===== src/rtl/score_keeper.sv =====
// Two-player BCD score keeper: debounced buttons, win detection,
// and outputs that change only on a vertical-sync frame strobe.
module score_keeper #(
   parameter int DEB_CYCLES = 250000,
   parameter int WIN_SCORE  = 21
) (
   input  logic       clk_sk,
   input  logic       rst_sk,
   input  logic       btn_a_sk,
   input  logic       btn_b_sk,
   input  logic       btn_clr_sk,
   input  logic       v_sk,
   output logic [7:0] score_a_sk,
   output logic [7:0] score_b_sk,
   output logic [1:0] winner_sk
);

   localparam int CW = (DEB_CYCLES > 1) ? $clog2(DEB_CYCLES) : 1;
   localparam logic [CW-1:0] CMAX = CW'(DEB_CYCLES - 1);
   localparam logic [7:0] WIN_BCD =
      8'(((WIN_SCORE / 10) * 16) + (WIN_SCORE % 10));

   typedef enum logic [1:0] {
      PLAY  = 2'b00,
      WIN_A = 2'b01,
      WIN_B = 2'b10
   } state_t;

   logic [2:0]    sync1;
   logic [2:0]    sync2;
   logic [2:0]    stable;
   logic [CW-1:0] cnt [3];
   logic [2:0]    rise;

   state_t     state;
   state_t     state_n;
   logic [7:0] sc_a;
   logic [7:0] sc_b;
   logic [7:0] sc_a_n;
   logic [7:0] sc_b_n;
   logic [7:0] inc_a;
   logic [7:0] inc_b;

   logic v_q;
   logic strobe;

   function automatic logic [7:0] bcd_inc(input logic [7:0] v);
      logic [7:0] r;
      if (v == 8'h99)
         r = v;
      else if (v[3:0] == 4'd9)
         r = {v[7:4] + 4'd1, 4'd0};
      else
         r = {v[7:4], v[3:0] + 4'd1};
      return r;
   endfunction

   // bit 0 = A, bit 1 = B, bit 2 = clear
   always_ff @(posedge clk_sk or negedge rst_sk) begin
      if (!rst_sk) begin
         sync1  <= '0;
         sync2  <= '0;
         stable <= '0;
         for (int i = 0; i < 3; i++)
            cnt[i] <= '0;
      end else begin
         sync1 <= {btn_clr_sk, btn_b_sk, btn_a_sk};
         sync2 <= sync1;
         for (int i = 0; i < 3; i++) begin
            if (sync2[i] == stable[i]) begin
               cnt[i] <= '0;
            end else if (cnt[i] == CMAX) begin
               cnt[i]    <= '0;
               stable[i] <= ~stable[i];
            end else begin
               cnt[i] <= cnt[i] + CW'(1);
            end
         end
      end
   end

   // press pulse coincides with the 0->1 toggle of the stable level
   always_comb begin
      rise = '0;
      for (int i = 0; i < 3; i++)
         rise[i] = sync2[i] & ~stable[i] & (cnt[i] == CMAX);
   end

   always_ff @(posedge clk_sk or negedge rst_sk) begin
      if (!rst_sk) begin
         state <= PLAY;
         sc_a  <= '0;
         sc_b  <= '0;
      end else begin
         state <= state_n;
         sc_a  <= sc_a_n;
         sc_b  <= sc_b_n;
      end
   end

   always_comb begin
      state_n = state;
      sc_a_n  = sc_a;
      sc_b_n  = sc_b;
      inc_a   = bcd_inc(sc_a);
      inc_b   = bcd_inc(sc_b);
      if (rise[2]) begin
         state_n = PLAY;
         sc_a_n  = '0;
         sc_b_n  = '0;
      end else if (state == PLAY) begin
         if (rise[0]) begin
            sc_a_n = inc_a;
            if (inc_a == WIN_BCD)
               state_n = WIN_A;
         end else if (rise[1]) begin
            sc_b_n = inc_b;
            if (inc_b == WIN_BCD)
               state_n = WIN_B;
         end
      end
   end

   assign strobe = v_q & ~v_sk;

   always_ff @(posedge clk_sk or negedge rst_sk) begin
      if (!rst_sk) begin
         v_q        <= 1'b1;
         score_a_sk <= '0;
         score_b_sk <= '0;
         winner_sk  <= '0;
      end else begin
         v_q <= v_sk;
         if (strobe) begin
            score_a_sk <= sc_a;
            score_b_sk <= sc_b;
            winner_sk  <= state;
         end
      end
   end

endmodule


===== config.mk =====
export PLATFORM = sky130hd
export DESIGN_NAME = score_keeper
export DESIGN_NICKNAME = d
export VERILOG_FILES = /design/src/rtl/score_keeper.sv
export SDC_FILE = /design/constraint.sdc
export NUM_CORES = 1
export LEC_CHECK = 0
export BUFFER_PORTS_ARGS = -buffer_cell sky130_fd_sc_hd__buf_2
export CORE_UTILIZATION = 55
export DETAILED_ROUTE_END_ITERATION = 8
export GPL_TIMING_DRIVEN = 0
export PLACE_DENSITY_LB_ADDON = 0.1
export RECOVER_POWER = 100
export SLEW_MARGIN = 0
export SYNTH_ARGS = -nofsm -noshare
export SYNTH_HDL_FRONTEND = slang
export SYNTH_SLANG_ARGS = --single-unit

===== constraint.sdc =====
create_clock -name clk_sk -period 5.1 [get_ports clk_sk]
set_input_delay 0.51 -clock clk_sk [delete_from_list [all_inputs] [get_ports clk_sk]]
set_output_delay 0.51 -clock clk_sk [all_outputs]
set_load 0.02 [all_outputs]

==> results.yml, run 1 <==
worst_setup_path:
  end_kind: "register"
  start_kind: "register"
  crit_chain: "nand4b_1 > nor4_1 > and3_2 > or2_2 > clkbuf_1 > clkbuf_1 > nor2_1"
  arrival_ns: 2.94
  cp.required_ns: 5.33
  cp_common_cell: "clkbuf_1"
  worstSetupPathType: "register to register"
  slowest_stage: "nor4_1"
  crit_path_max_incr_delay_ns: 0.75
  crit_path_max_fanout: 10
job:
  drv_cap: 1
synth:
  synth_edf_count: 0
  synth_nets: 495
  syn_area_per_cell_um2: 10.3
  syn_area_um2: 4880
  ys_ff_latch: 100
  ys_types: 53
  seq_area_frac_synth_pct: 51.3
  async_flop_share_pct: 100
  netlist_instances: 475
  synth-warning-count: 0
  synth.top_cells.by_area: "dfrtp_1, nor2_1, xor2_1, xnor2_1, ha_1"
  yosysTopAreaCellShare_pct: 50.8
  yosysTopAreaCell: "dfrtp_1"
  synth-main-ff-cell: "dfrtp_1"
clock_tree:
  hold_buffers: 0
  cts_buffer_depth: 2
  cts.sinks: 100
  clkTransAtPathRegs_ns: 0.10
  post_cts_resized: 0
  clk_latency_ns: 0.36
  numCtsBuffers: 9
  cts_tree: "yes"
  htreeDepth: 3
  cts_setup_buffers: 0
  root_buffer: "clkbuf_8"
sta:
  slew_headroom_pct: -58.6
  fin_crit_ns: 2.71
  hold_viol: 0
  drv_slew: 44
  rsz0062_at_grt: "no"
  worst_pin_slew_ns: 2.38
  fin_crit_sh_pct: 53.2
  timing.fmax_mhz: 368
  setup_tns_ns: 0
  finalSetupViolCount: 0
  skew_ns: 0.0113
routing:
  drtIter0Drc: 116
  drt-pass1-iter-count: 4
  ant_nets: 0
  drt-vias-per-instance: 5.59
  drc: 0
  vias: 3467
  drt_wl_total_um: 8670
  wl_per_cell_um: 14.0
grt:
  antenna_found_initial: 0
  grt_pass1_vias: 3334
  track_usage_pct: 21.0
  grt_pass1_wl_um: 15000
  grt_max_degree: 58
  overflow: 0
power:
  share_seq_of_total_power_pct: 60.9
  clkPwrFrac_pct: 35.5
  p_leak_nw: 2.29
  power_switching_share_pct: 23.6
  p_comb_share_pct: 3.5
  p_switching_mw: 0.312
  power_density_nw_per_um2: 250
  ir_worst_vdd_mv: 0.178
  p_int_mw: 1.01
outcome:
  violations: "capacitance limit, slew limit"
  status: "finished, violations left"
cells_and_area:
  layout.core_utilization_pct: 63.1
  syn2layout_area_growth_pct: 8.46
  fin_nets: 530
  diodes: 0
  fillers: 735
  final_layout_size_suffix_gt1_share_pct: 9.32
floorplanning:
  die_h_um: 96.2
  top_level_ports: 24
  fp.coreArea_um2: 8380
  row_count: 33
  fp.dieW_um: 96.2
  start_util_pct: 58.2
  die-area_um2: 9250
place:
  gp_congestion: 0.816
  hpwl_um: 6100
  numPortBuffers: 23
min_path:
  hold_path.class: "input pin to register"
## path summary, 6_finish.rpt
path                                          from                   endpoint  slack, ns  cells past startpoint
worst max-delay path             cnt[46]$_DFF_PN0_          cnt[52]$_DFF_PN0_       2.39                      7
worst min-delay path                      btn_b_sk         sync1[1]$_DFF_PN0_       0.24                      1
worst max register to register   cnt[46]$_DFF_PN0_          cnt[52]$_DFF_PN0_       2.39                      7
worst min register to register  sync1[2]$_DFF_PN0_         sync2[2]$_DFF_PN0_       0.36                      0
max in group asynchronous                   rst_sk          cnt[24]$_DFF_PN0_       2.89                      1
min in group asynchronous                   rst_sk  score_b_sk[6]$_DFFE_PN0P_       0.86                      1
## layout make-up
class                   instances  area [um2]  share of cell area [%]
multi-input cells             342        2230                    42.1
inverters                      16        60.1                    1.13
flip-flops and latches        100        2500                    47.3
clock buffers                  11         141                    2.67
plain buffers                  17        63.8                    1.21
clock inverters                 5        43.8                   0.827
well taps                     105         131                    2.48
repair buffers                 24         119                    2.25
## cell usage after synthesis, drive strengths merged (2+ instances only)
cell type and count:
a211oi 2, a21oi 15, and2 5, and3 11, and3b 3, and4 3, and4b 2, buf 5
clkbuf 12, dfrtp 99, ha 14, inv 16, mux2 14, mux2i 3, nand2 29, nand2b 2
nand3 21, nand3b 4, nand4 14, nor2 67, nor2b 4, nor3 11, nor4 10, nor4b 3
o21ai 18, o31ai 3, or2 2, or3 10, or4 6, xnor2 26, xor2 27
## power groups by stage
stage	clock network, mW	registers [mW]	logic [mW]
final	0.470	0.807	0.0468
after global routing	0.521	0.808	0.0553
after CTS	0.493	0.807	0.0493
after detailed placement	0	0.823	0.0491
after global placement	0	0.822	0.0453
after floorplan	0	0.822	0.0224
## worst max-delay path, delay by kind of cell (launching register included)
family                 cells  cell delay [ns]
and+or+nand+nor            5             1.46
buffers and inverters      2             0.72
DFF                        1             0.42
## state kept, by name, summed over array words and instances (netlist names)
signal      cells
state           2
sc_b            8
sync2           3
v_q             1
sync1           3
winner_sk       2
sc_a            8
cnt            54
score_b_sk      8
score_a_sk      8
stable          3
## cell families after synthesis
logic type	Yosys count	synth area share [%]
and+or+nand+nor	212	23.5
DFF	100	51.3
xor gates and xnor gates	53	9.51
AOI/OAI and AO/OA	46	5.59
buffers and inverters	33	2.69
muxes	17	3.85
adders and majority gates	14	3.59
## through the flow
stage / setup slack, ns / total power, mW / hold WS, ns / area, um2 / cells
5_1_grt: 2.11 / 1.39 / 0.223 / 5290 / 620
4_1_cts: 2.74 / 1.35 / 0.138 / 5340 / 620
2_1_floorplan: 2.98 / 0.844 / 0.214 / 4880 / 475
3_5_place_dp: 2.75 / 0.872 / 0.336 / 5160 / 604
3_3_place_gp: 2.52 / 0.868 / 0.333 / 5130 / 603
6_report: 2.39 / 1.32 / 0.242 / 5290 / 620
## routing by layer
metal	global-route usage (%)	wire length, um
met3	4.82	363
met4	5.97	100
met2	34.4	4020
met5	0	0
met1	27.9	4190
## layout by cell type, fill, tap and decap left out, types with 14 or more instances in the layout
cell      Yosys  final
mux2_2       14     14
o21ai_0      18     18
nor2_1       67     67
ha_1         14     14
xnor2_1      26     26
nand4_1      14     14
clkbuf_1     12     37
nand2_1      29     29
inv_1        16     16
xor2_1       27     27
nand3_1      21     21
dfrtp_1      99     99
a21oi_1      15     15
Power figures use the tool's default switching activity.
==> inputs of run 2 (changes only) <==
clock period = 2.39 ns   (was 5.1 ns; I/O delays follow)
==> results.yml, run 2 (synthesis gave the netlist of run 1 again) <==
outcome:
  status: "complete, no violations"
cells_and_area:
  diodes: 0
  final_layout_size_suffix_gt1_share_pct: 11.2
  largest_reg_flops: 54
  layout.core_utilization_pct: 64.2
  largest-register: "cnt"
  mostFrequentLayoutCell: "dfrtp_1"
  mostFrequentLayoutCells: "dfrtp_1, nor2_1, clkbuf_1"
  fin_nets: 534
  syn2layout_area_growth_pct: 10.3
sta:
  skew_ns: 0.0117
  drv_slew: 0
  fin_crit_sh_pct: 92.3
  worst_pin_slew_ns: 1.10
  finalSetupViolCount: 0
  slew_headroom_pct: 26.4
  fin_crit_ns: 2.21
  timing.fmax_mhz: 453
  hold_viol: 0
  setup_tns_ns: 0
  whs_ns: 0.359
  rsz0062_at_grt: "no"
grt:
  antenna_found_initial: 0
  grt_max_degree: 58
  overflow: 0
  grt_pass1_vias: 3346
  grt_pass1_wl_um: 15000
  track_usage_pct: 21.1
worst_setup_path:
  worstSetupPathType: "register to register"
  crit_path_max_incr_delay_ns: 0.49
  arrival_ns: 2.49
  crit_chain: "ha_2 > and3_4 > and3_4 > a2111o_1 > or4_1 > a21oi_1"
  start_kind: "register"
  slowest_stage: "or4_1"
  cp_common_cell: "and3_4"
  cp.required_ns: 2.67
  crit_path_max_fanout: 6
  end_kind: "register"
  rr_worst_depth: 6
routing:
  wl_per_cell_um: 13.9
  drtIter0Drc: 97
  vias: 3467
  drt_wl_total_um: 8650
  drc: 0
  drt-vias-per-instance: 5.56
  drt-pass1-iter-count: 4
  ant_nets: 0
min_path:
  hold_path.class: "register to register"
  hold_depth: 0
clock_tree:
  clkTransAtPathRegs_ns: 0.10
  cts_tree: "yes"
  root_buffer: "clkbuf_8"
  cts.sinks: 100
  htreeDepth: 3
  numCtsBuffers: 9
  clk_latency_ns: 0.37
  cts_buffer_depth: 2
floorplanning:
  fp.dieW_um: 96.2
  die_h_um: 96.2
  die-area_um2: 9250
  start_util_pct: 58.2
  fp.coreArea_um2: 8380
  top_level_ports: 24
  row_count: 33
place:
  numPortBuffers: 23
  gp_congestion: 0.816
  hpwl_um: 6100
power:
  p_leak_nw: 2.33
  power_density_nw_per_um2: 526
  power.total_mw: 2.83
  ir_worst_vdd_mv: 0.380
job:
  drv_cap: 0
==> run 2: cell count changes in the layout (fill, tap and decap cells not counted), moves of 2 or more <==
cell,delta
buf_2,-2
clkbuf_2,+6
clkbuf_1,-6
dlygate4sd3_1,+5
==> run 2: final cells by class <==
type	count	area, um2
fill	722	3000
sequential	100	2500
multi-input combinational	342	2260
timing repair buffer	29	169
clock buffer	11	141
tap	105	131
buffer	16	68.8
inverter	16	60.1
clock inverter	5	43.8
==> run 2: timing repair <==
action,CTS,global route
hold endpoints to repair,46,0
gates resized for setup,0,5
setup buffers,0,0
hold buffers,5,0
setup endpoints to repair,0,34
==> run 2: where the power goes <==
part / internal [mW] / switching [mW]
registers: 1.71 / 0.0125
clock network: 0.420 / 0.582
logic: 0.0357 / 0.0708
total: 2.17 / 0.665
==> run 2: worst max-delay path: cells and delay by family (launching register included) <==
kind / cells / cell delay (ns)
simple gates: 3 / 0.87
compound gates: 2 / 0.62
flops: 1 / 0.40
fa+ha+maj: 1 / 0.24
==> run 2: stage by stage <==
step	instances	area, um2	setup slack (ns)
finish	624	5380	0.183
global route	624	5380	0.00390
CTS	625	5390	0.0265
detailed placement	604	5160	0.0450
global placement	603	5130	0.0418
floorplan	475	4880	0.270
==> run 2: path summary, 6_finish.rpt <==
path                       slack [ns]                   endpoint               start
max                              0.18        sc_b[6]$_DFFE_PN0P_   cnt[36]$_DFF_PN0_
min                              0.36         sync2[2]$_DFF_PN0_  sync1[2]$_DFF_PN0_
max reg2reg                      0.18        sc_b[6]$_DFFE_PN0P_   cnt[36]$_DFF_PN0_
min reg2reg                      0.36         sync2[2]$_DFF_PN0_  sync1[2]$_DFF_PN0_
max in group asynchronous        0.96          cnt[43]$_DFF_PN0_              rst_sk
min in group asynchronous        0.62  score_b_sk[6]$_DFFE_PN0P_              rst_sk
==> run 2: metal layers <==
layer / share of wire [%] / up-vias / GRT usage (%)
li1: - / 1730 / -
met1: 49 / 1685 / 28.1
met2: 46 / 47 / 34.5
met3: 3.3 / 5 / 4.82
met4: 1.2 / 0 / 5.97
met5: 0 / - / 0
